[src/rtl/fpmul_arb_pkg.sv]
// Shared types and constants for the FP multiplier arbiter.
// The round-robin arbiter is reused by the FP adder sharing block.
package fpmul_arb_pkg;

   typedef enum logic [1:0] {StIdle, StBusy, StResp} state_e;

   typedef struct packed {
      logic timeout;
      logic nan;
      logic infinit;
      logic overflow;
      logic underflow;
   } flags_t;

   localparam logic [31:0] QNAN = 32'h7FC0_0000;

   localparam int unsigned FlagUnf     = 0;
   localparam int unsigned FlagOvf     = 1;
   localparam int unsigned FlagInf     = 2;
   localparam int unsigned FlagNan     = 3;
   localparam int unsigned FlagTimeout = 4;

   localparam logic [4:0] TimeoutFlags = 5'(1 << FlagTimeout) | 5'(1 << FlagNan);

endpackage

[src/rtl/rr_arbiter.sv]
// Combinational round-robin arbiter: first set request searching upward from last+1,
// wrapping around. Produces a one-hot grant and its index; all zero when disabled.
module rr_arbiter #(
   parameter int unsigned N  = 4,
   parameter int unsigned IW = (N > 1) ? $clog2(N) : 1
) (
   input  logic [N-1:0]  req_i,
   input  logic [IW-1:0] last_i,
   input  logic          en_i,
   output logic [N-1:0]  gnt_o,
   output logic [IW-1:0] gnt_idx_o
);

   localparam logic [IW:0] NumReq = (IW + 1)'(N);

   logic [IW:0] sum;
   logic        found;

   always_comb begin
      gnt_o     = '0;
      gnt_idx_o = '0;
      found     = 1'b0;
      sum       = '0;
      for (int unsigned i = 1; i <= N; i++) begin
         // last_i < N and i <= N, so one conditional subtract performs the wrap
         sum = {1'b0, last_i} + (IW + 1)'(i);
         if (sum >= NumReq) begin
            sum = sum - NumReq;
         end
         if (en_i && !found && req_i[sum[IW-1:0]]) begin
            found                  = 1'b1;
            gnt_o[sum[IW-1:0]]     = 1'b1;
            gnt_idx_o              = sum[IW-1:0];
         end
      end
   end

endmodule

[src/rtl/fpmul_arbiter.sv]
// Shares one FP multiplier among N_REQ requesters: round-robin grant, start/done
// handshake, product/flag capture, tagged response, and a hung-multiplier timeout.
module fpmul_arbiter
   import fpmul_arb_pkg::*;
#(
   parameter int unsigned N_REQ       = 4,
   parameter int unsigned ID_W        = (N_REQ > 1) ? $clog2(N_REQ) : 1,
   parameter int unsigned TIMEOUT_CYC = 64
) (
   input  logic                   clk,
   input  logic                   rst_n,
   input  logic [N_REQ-1:0]       req_valid_i,
   output logic [N_REQ-1:0]       req_ready_o,
   input  logic [N_REQ-1:0][31:0] req_a_i,
   input  logic [N_REQ-1:0][31:0] req_b_i,
   output logic                   rsp_valid_o,
   input  logic                   rsp_ready_i,
   output logic [ID_W-1:0]        rsp_id_o,
   output logic [31:0]            rsp_product_o,
   output logic [4:0]             rsp_flags_o,
   output logic [31:0]            mul_a_o,
   output logic [31:0]            mul_b_o,
   output logic                   mul_start_o,
   input  logic                   mul_done_i,
   input  logic                   mul_nan_i,
   input  logic                   mul_inf_i,
   input  logic                   mul_ovf_i,
   input  logic                   mul_unf_i,
   input  logic [31:0]            mul_product_i
);

   localparam int unsigned CntW = $clog2(TIMEOUT_CYC);

   state_e            state_q, state_d;
   logic [31:0]       a_q, a_d, b_q, b_d;
   logic [ID_W-1:0]   id_q, id_d, last_q, last_d;
   logic [CntW-1:0]   cnt_q, cnt_d;
   logic              done_q;
   logic [31:0]       product_q, product_d;
   logic [4:0]        flags_q, flags_d;
   logic [N_REQ-1:0]  gnt;
   logic [ID_W-1:0]   gnt_idx;
   logic              done_rise;

   rr_arbiter #(
      .N  (N_REQ),
      .IW (ID_W)
   ) u_rr_arbiter (
      .req_i     (req_valid_i),
      .last_i    (last_q),
      .en_i      (state_q == StIdle),
      .gnt_o     (gnt),
      .gnt_idx_o (gnt_idx)
   );

   // A done level already high when BUSY is entered must not count as completion
   assign done_rise = mul_done_i & ~done_q;

   always_comb begin
      state_d   = state_q;
      a_d       = a_q;
      b_d       = b_q;
      id_d      = id_q;
      last_d    = last_q;
      cnt_d     = cnt_q;
      product_d = product_q;
      flags_d   = flags_q;
      unique case (state_q)
         StIdle: begin
            if (|gnt) begin
               a_d     = req_a_i[gnt_idx];
               b_d     = req_b_i[gnt_idx];
               id_d    = gnt_idx;
               last_d  = gnt_idx;
               cnt_d   = '0;
               state_d = StBusy;
            end
         end
         StBusy: begin
            cnt_d = cnt_q + 1'b1;
            if (done_rise) begin
               product_d          = mul_product_i;
               flags_d            = '0;
               flags_d[FlagNan]   = mul_nan_i;
               flags_d[FlagInf]   = mul_inf_i;
               flags_d[FlagOvf]   = mul_ovf_i;
               flags_d[FlagUnf]   = mul_unf_i;
               state_d            = StResp;
            end else if (cnt_q == CntW'(TIMEOUT_CYC - 1)) begin
               product_d = QNAN;
               flags_d   = TimeoutFlags;
               state_d   = StResp;
            end
         end
         StResp: begin
            if (rsp_ready_i) begin
               cnt_d   = '0;
               state_d = StIdle;
            end
         end
         default: state_d = StIdle;
      endcase
   end

   always_ff @(posedge clk or negedge rst_n) begin
      if (!rst_n) begin
         state_q   <= StIdle;
         a_q       <= '0;
         b_q       <= '0;
         id_q      <= '0;
         last_q    <= ID_W'(N_REQ - 1);
         cnt_q     <= '0;
         done_q    <= 1'b0;
         product_q <= '0;
         flags_q   <= '0;
      end else begin
         state_q   <= state_d;
         a_q       <= a_d;
         b_q       <= b_d;
         id_q      <= id_d;
         last_q    <= last_d;
         cnt_q     <= cnt_d;
         done_q    <= mul_done_i;
         product_q <= product_d;
         flags_q   <= flags_d;
      end
   end

   assign req_ready_o   = gnt;
   assign mul_start_o   = (state_q == StBusy);
   assign mul_a_o       = a_q;
   assign mul_b_o       = b_q;
   assign rsp_valid_o   = (state_q == StResp);
   assign rsp_id_o      = id_q;
   assign rsp_product_o = product_q;
   assign rsp_flags_o   = flags_q;

endmodule

[config.mk]
export PLATFORM = sky130hd
export DESIGN_NAME = fpmul_arbiter
export DESIGN_NICKNAME = d
export VERILOG_FILES = /design/src/rtl/fpmul_arb_pkg.sv /design/src/rtl/rr_arbiter.sv /design/src/rtl/fpmul_arbiter.sv
export SDC_FILE = /design/constraint.sdc
export NUM_CORES = 1
export LEC_CHECK = 0
export BUFFER_PORTS_ARGS = -buffer_cell sky130_fd_sc_hd__buf_2
export CORE_MARGIN = 5
export CORE_UTILIZATION = 30
export CTS_CLUSTER_DIAMETER = 120
export DETAILED_ROUTE_END_ITERATION = 16
export PLACE_DENSITY_LB_ADDON = 0.15
export SLEW_MARGIN = 20
export SYNTH_ARGS = -nofsm -noshare
export SYNTH_HDL_FRONTEND = slang
export SYNTH_HIERARCHICAL = 1
export SYNTH_SLANG_ARGS = --single-unit
[constraint.sdc]
create_clock -name clk -period 7.62 [get_ports clk]
set_input_delay 1.905 -clock clk [delete_from_list [all_inputs] [get_ports clk]]
set_output_delay 1.905 -clock clk [all_outputs]
set_load 0.005 [all_outputs]
Word level (Yosys, flattened, before mapping) --
Cells that the tools add are included.
Storage, ports and cells: bits in registers 114, output and inout bits 109, logic and storage cells 111
Operators by class: add/sub/neg operators 9, $lt $le $gt $ge 13, eq/ne operators 6, multiplexer cells 47, bitwise operators 5, reductions and logical operators 22
Operators by type and width (count):
- $bmux 32 s2 | 2
- $mux 32 | 4
- $mux 2 | 12
- $pmux 6 s3 | 1
- $mux 4 | 4
- $lt 2x3->1 const B | 5
- $ge 3x3->1 const B | 4
- $mux 6 | 2
- $or 4x4->4 | 3
- $logic_and 1x1->1 | 11
- $mux 1 | 11
- $mux 5 | 2
- $bmux 1 s2 | 4
- $demux 1 s2 | 4
- $ge 2x1->1 const B | 4
- $sub 2x1->2 const B | 4
- $add 2x2->3 const B | 2
- $add 6x1->6 const B | 1
- $eq 6x6->1 const B | 1
- $pmux 2 s3 | 1
- $reduce_and 3->1 | 2
- $reduce_and 2->1 | 2
- $reduce_or 4->1 | 1
- $add 2x1->3 const B | 1
- 12 further kinds | 14

Longest topological paths before layout --
Gate-level depths: netlist of run 1.
depth after elaboration 22, mapped depth 15

Cells and area by module --
The synthesis of run 1 kept the hierarchy.
Modules (own cells, without submodules):
- fpmul_arbiter | times used 1, cells an instance 443, area an instance 6212.2 um^2, seq. area each 2855.2 um^2
- rr_arbiter | times used 1, cells an instance 54, area an instance 486.7 um^2, seq. area each 0.0 um^2

Least setup slack after synthesis of run 1 --
No wires, ideal clock.
kind input to output, from input req_valid_i[2], to output req_ready_o[2], data arrival time 3085 ps, required time 5715 ps, setup slack 2630 ps, stages 5, cell sequence mux4_2 nor2_2 and3_2 a22oi_1 nand2_1
Between the ends: word-level cells in the longest chain between the ends 16
RTL lines:
- from (decl) | line fpmul_arbiter.sv:12 | input logic [N_REQ-1:0] req_valid_i,
- $bmux 1 s2 | line rr_arbiter.sv:30 | if (en_i && !found && req_i[sum[IW-1:0]]) begin
- $mux 1 (implied by the code) | line rr_arbiter.sv:30
- $logic_and 1x1->1 | line rr_arbiter.sv:30
- $mux 1 | line rr_arbiter.sv:30
- $logic_not 1->1 | line rr_arbiter.sv:30
- $logic_and 1x1->1 (2 in series) | line rr_arbiter.sv:30
- $mux 1 | line rr_arbiter.sv:30
- $logic_not 1->1 | line rr_arbiter.sv:30
- $logic_and 1x1->1 (2 in series) | line rr_arbiter.sv:30
- $mux 1 | line rr_arbiter.sv:30
- $logic_not 1->1 | line rr_arbiter.sv:30
- $logic_and 1x1->1 (2 in series) | line rr_arbiter.sv:30
- $mux 4 * | line rr_arbiter.sv:30
- to (decl) | line fpmul_arbiter.sv:13 | output logic [N_REQ-1:0] req_ready_o,
Every way passes the cells marked *; elsewhere a longest branch is shown, timed or not. The select of a mux whose other input is x is not followed.

Worst setup path in the final report of run 1 --
Ends and elaborated chain as after synthesis.

==> flow_summary.toml, run 1 <==
[route]
dr.pass1.iters = 4
routed_wl_um = 23690
drc_errors = 0
drtIter0Drc = 292
final_antenna_net_count = 0
routed_via_density = 4.842
wl_per_cell_um = 19.83
via_count = 5786

[global_routing]
gr-usage-met1_pct = 23.31
grtUsageMet3_pct = 5.229
track_usage_pct = 18.33
grt_pass1_vias = 6204
grt_remaining_overflow = 0
grt_max_degree = 69
grt_pass1_wl_um = 36400
gr-usage-met2_pct = 30.33
antenna_found_initial = 4
grt.busiest_layer = "met2"

[yosys]
syn_area_um2 = 6699
ys_seq_elements = 114
synth_area_leaders = "dfrtp_1, mux4_2, mux2_4, mux2_2, nand2_1"
syn_nets = 810
synth_top_area_share_pct = 41.84
yosys_warnings = 6
dominantRegCellSynth = "dfrtp_1"
synth_area_leader_cell = "dfrtp_1"
yosysSeqAreaShare_pct = 42.62
syn-instance-count = 497
synthDistinctLibCells = 43
synth_area_per_cell_um2 = 13.48
ys_async_sr_fraction_pct = 100.0
synth-edff-count = 0

[power_and_ir_drop]
p_leak_uw = 0.004637
total_power_uw = 3983
net-switching-power_uw = 1403
pwr-share-seq_pct = 27.0
p_clk_share_pct = 19.9
p_per_area_nw_per_um2 = 418.5
netSwitchingFraction_pct = 35.24
vdd_ir_drop_max_mv = 0.1942
internal-power_uw = 2579
pwr-share-comb_pct = 53.1

[placed_design]
hpwl_um = 18710
place_area_um2 = 8920
portBuffers = 408
post-place-cells = 1158
gp_congestion = 0.8905

[clock_network]
clockRootBuffer = "clkbuf_16"
cts_buffer_depth = 2
hold_buffers = 0
cts_tree = "done"
clk_latency_ns = 0.41
clk_pin_slew_ns = 0.05
post_cts_buffers = 0
cts_max_level = 4
numClockSinks = 114
cts_resized = 0
numCtsBuffers = 17

[critical_path]
startpoint_type = "input port"
cp_max_fo = 8
cp.arrival_ns = 3.51
startpoint = "req_valid_i[2]"
criticalPathCategory = "in -> out"
end_kind = "output pin"
crit_required_ns = 5.72
rr_startpoint = "last_q[0]"

[timing]
rsz0062_at_grt = "no"
timing.final.crit_share_pct = 71.09
fmax_mhz = 184.6
fin_crit_ns = 5.417
tightest_slew_ns = 1.066
relSlewSlack_pct = 28.88
finalSetupViolations = 0
slew_viol_final = 0
finalHoldViolCount = 0
fin_skew_ns = 0.01036
tns_ns = 0

[job]
maxCapViolCount = 0

[finish]
final_cell_mix = "buf_2, dfrtp_1, nand2_1"
final_common_cell = "buf_2"
nets = 1210
stdcell_area_um2 = 9517
final_util_pct = 43.47
stdcell_count = 1195
areaGrowthSynthToFinish_pct = 42.06
fill_cells = 2138
layout-drive-gt1-share_pct = 65.16

[worst_hold_path]
hp-class = "reg -> reg"
worstHoldStart = "mul_a_o[0]"

[floorplanning]
die_y_um = 159.4
core-area_um2 = 21890
dieArea_um2 = 25420
die_width_um = 159.4
start_util_pct = 30.60
row_count = 54
io_pins = 409

[run_status]
status = "completed"
## critical path, cell delays in order
cell and delay [ns]:
buf_2 0.13, mux4_2 0.60, nor2_2 0.23, and3_2 0.25, a22oi_1 0.10, nand2_1 0.16, buf_2 0.14
## state kept, by name, summed over array words and instances, names as in the netlist
| name | cells |
|---|---|
| mul_b_o | 32 |
| last_q | 2 |
| state_q | 2 |
| rsp_product_o | 32 |
| mul_a_o | 32 |
| rsp_id_o | 2 |
| rsp_flags_o | 5 |
| cnt_q | 6 |
| done_q | 1 |
## final cells by class
| class | count | area [um^2] | area share [%] |
|---|---|---|---|
| Timing Repair Buffer | 414 | 2090 | 21.96 |
| Antenna cell | 5 | 12.51 | 0.1315 |
| Inverter | 15 | 56.30 | 0.5916 |
| Clock buffer | 17 | 425.4 | 4.470 |
| Multi-Input combinational cell | 335 | 3568 | 37.50 |
| Sequential cell | 114 | 2855 | 30.00 |
| Tap cell | 280 | 350.3 | 3.681 |
| Clock inverter | 15 | 158.9 | 1.670 |
## metrics by stage
step / hold WS, ns / worst slack (ns)
final: 0.4698 / 2.203
after detailed placement: 0.4643 / 2.223
after CTS: 0.4783 / 2.223
after floorplan: 0.4686 / 2.630
after global placement: 0.4583 / 2.252
after global routing: 0.4992 / 2.122
## logic make-up (layout without fill, tap and decap cells)
kind of cell	after synthesis	after routing	synth area share (%)
muxes	134	134	36.09
adders and majority gates	13	13	2.428
AOI/OAI and AO/OA	68	68	6.052
DFF	114	114	42.62
and+or+nand+nor	120	120	8.405
buffers and inverters	48	461	4.408
other	0	5	0
## path summary, 6_finish.rpt
kind / to / slack, ns / depth (start not counted)
min reg2reg: mul_a_o[0] / 0.47 / 2
min: mul_a_o[0] / 0.47 / 2
max in group asynchronous: mul_b_o[18] / 4.72 / 2
min in group asynchronous: mul_b_o[29] / 1.50 / 1
max: req_ready_o[2] / 2.20 / 7
max reg2reg: mul_b_o[30] / 3.17 / 10
## synth_stat cells (all sizes together), types with 3 or more instances
master	number
nor3	11
a21oi	13
mux2	66
a21o	3
a22o	4
nand2	81
nor2b	4
mux4	68
a22oi	4
inv	15
o21ai	35
nand2b	3
dfrtp	112
and3	3
ha	13
clkbuf	6
buf	27
nor2	7
## routing by layer
metal	share of wire (%)	vias up
li1	-	2668
met4	1.3	2
met2	50	250
met1	41	2846
met3	7.8	20
met5	0.046	-
## power groups by stage
stage	clock network [uW]	registers, uW	logic [uW]
final	791	1080	2120
after global routing	845	1120	2320
after CTS	815	1080	2170
after detailed placement	0	1080	2170
after global placement	0	1080	2150
after floorplan	0	1090	1510
No activity file was read; power rests on OpenSTA's default activity.
==> inputs of run 2 (changes only) <==
Clock period 7.62 ns to 5.24 ns, I/O delays scaled along.
==> run 2 against run 1 <==
Against the previous run: register-to-register slack worse by 1.8 ns; count of clock-buffer cells in the layout stayed put; highest routed layer unchanged; worst hold slack better by 0.0084 ns; non-clock buffer count increased by 2; total power rose by 45%.
==> flow_summary.toml, run 2 (synthesis results as in run 1) <==
[run_status]
status = "completed"

[placed_design]
dp_slack_ns = 1.042
hpwl_um = 18720
portBuffers = 408
post-place-cells = 1160
gp_congestion = 0.8557

[timing]
finalHoldViolCount = 0
slew_viol_final = 0
timing.final.crit_share_pct = 84.14
fin_skew_ns = 0.008973
tns_ns = 0
tightest_slew_ns = 0.7444
fin_crit_ns = 4.409
fmax_mhz = 226.8
finalSetupViolations = 0
setup_slack_ns = 0.8310
rsz0062_at_grt = "no"
relSlewSlack_pct = 50.38

[global_routing]
grtUsageMet3_pct = 4.918
track_usage_pct = 18.07
grt_remaining_overflow = 0
gr-usage-met2_pct = 30.24
antenna_found_initial = 5
grt.busiest_layer = "met2"
gr-usage-met1_pct = 22.98
grt_pass1_wl_um = 36180
grt_max_degree = 61
grt_pass1_vias = 6233

[power_and_ir_drop]
internal-power_uw = 3719
pwr-share-comb_pct = 53.6
net-switching-power_uw = 2045
p_per_area_nw_per_um2 = 604.7
p_leak_uw = 0.004640
p_clk_share_pct = 19.2
netSwitchingFraction_pct = 35.48
pwr-share-seq_pct = 27.2
vdd_ir_drop_max_mv = 0.2916

[route]
routed_wl_um = 23740
routed_via_density = 4.826
dr.pass1.iters = 6
drc_errors = 0
drtIter0Drc = 358
wl_per_cell_um = 19.85
via_count = 5772
final_antenna_net_count = 0

[floorplanning]
io_pins = 409
die_y_um = 159.4
row_count = 54
dieArea_um2 = 25420
start_util_pct = 30.60
core-area_um2 = 21890
die_width_um = 159.4

[clock_network]
clockRootBuffer = "clkbuf_16"
numClockSinks = 114
numCtsBuffers = 17
cts_tree = "done"
hold_buffers = 0
clk_latency_ns = 0.40
cts_buffer_depth = 2
cts_max_level = 4
clk_pin_slew_ns = 0.06
post_cts_buffers = 0
cts_resized = 0

[job]
maxCapViolCount = 0

[critical_path]
slowest_delay_ns = 0.74
crit_path_cell_trace = "inv_1 -> ha_1 -> mux4_2 -> nor2_2 -> and3_2 -> a22oi_1 -> nand2_1 -> buf_2"
startpoint_type = "flip-flop"
end_kind = "output pin"
cp.arrival_ns = 3.10
crit_required_ns = 3.93
criticalPathCategory = "reg -> out"
slowest_stage = "dfstp_2"
cp_max_fo = 17

[finish]
final_cell_mix = "buf_2, dfrtp_1, nand2_1"
stdcell_count = 1196
areaGrowthSynthToFinish_pct = 42.30
nets = 1212
layout-drive-gt1-share_pct = 65.24
final_common_cell = "buf_2"

[worst_hold_path]
hp-class = "reg -> reg"
-- run 2: final cells by class --
class | instances | area, um^2
Clock inverter | 15 | 132.6
Clock buffer | 17 | 425.4
Multi-Input combinational cell | 335 | 3573
Inverter | 15 | 56.30
Fill cell | 2155 | 12360
Tap cell | 280 | 350.3
Timing Repair Buffer | 416 | 2130
Antenna cell | 4 | 10.01
Sequential cell | 114 | 2855
-- run 2: power groups by stage --
| stage | clock [uW] | sequential, uW | combinational (uW) |
|---|---|---|---|
| 6_report | 1110 | 1570 | 3090 |
| 3_5_place_dp | 0 | 1570 | 3160 |
| 2_1_floorplan | 0 | 1580 | 2200 |
| 4_1_cts | 1140 | 1570 | 3150 |
| 5_1_grt | 1180 | 1630 | 3370 |
| 3_3_place_gp | 0 | 1570 | 3130 |
-- run 2: critical path: cells and delay by family, from the launching register on --
kind / cells / cell delay, ns
adders and majority gates: 1 / 0.46
DFF: 1 / 0.74
buffers and inverters: 2 / 0.30
muxes: 1 / 0.47
and+or+nand+nor: 3 / 0.64
AOI/OAI and AO/OA: 1 / 0.10
-- run 2: per-stage QoR --
stage	util [%]	cell area [um^2]	hold slack, ns	total power [uW]
CTS	43.48	9518	0.4804	5867
floorplan	-	6699	0.4686	3778
global route	43.55	9533	0.5028	6173
finish	43.55	9533	0.4781	5764
global placement	40.93	8960	0.4613	4705
detailed placement	40.93	8960	0.4647	4723
-- run 2: routing by layer --
layer / share of wire [%] / up-vias
met2: 51 / 252
met1: 41 / 2829
met5: 0.055 / -
met4: 1.5 / 2
met3: 7.0 / 22
li1: - / 2667
-- run 2: final timing paths --
check                             from        endpoint  slack (ns)  cells past startpoint
max                          last_q[0]  req_ready_o[2]        0.83                      8
min                        rsp_id_o[0]     rsp_id_o[0]        0.48                      2
max reg2reg                  last_q[0]     mul_a_o[24]        1.33                     11
min reg2reg                rsp_id_o[0]     rsp_id_o[0]        0.48                      2
max in group asynchronous        rst_n     mul_a_o[21]        3.32                      2
min in group asynchronous        rst_n  rsp_flags_o[0]        0.94                      1
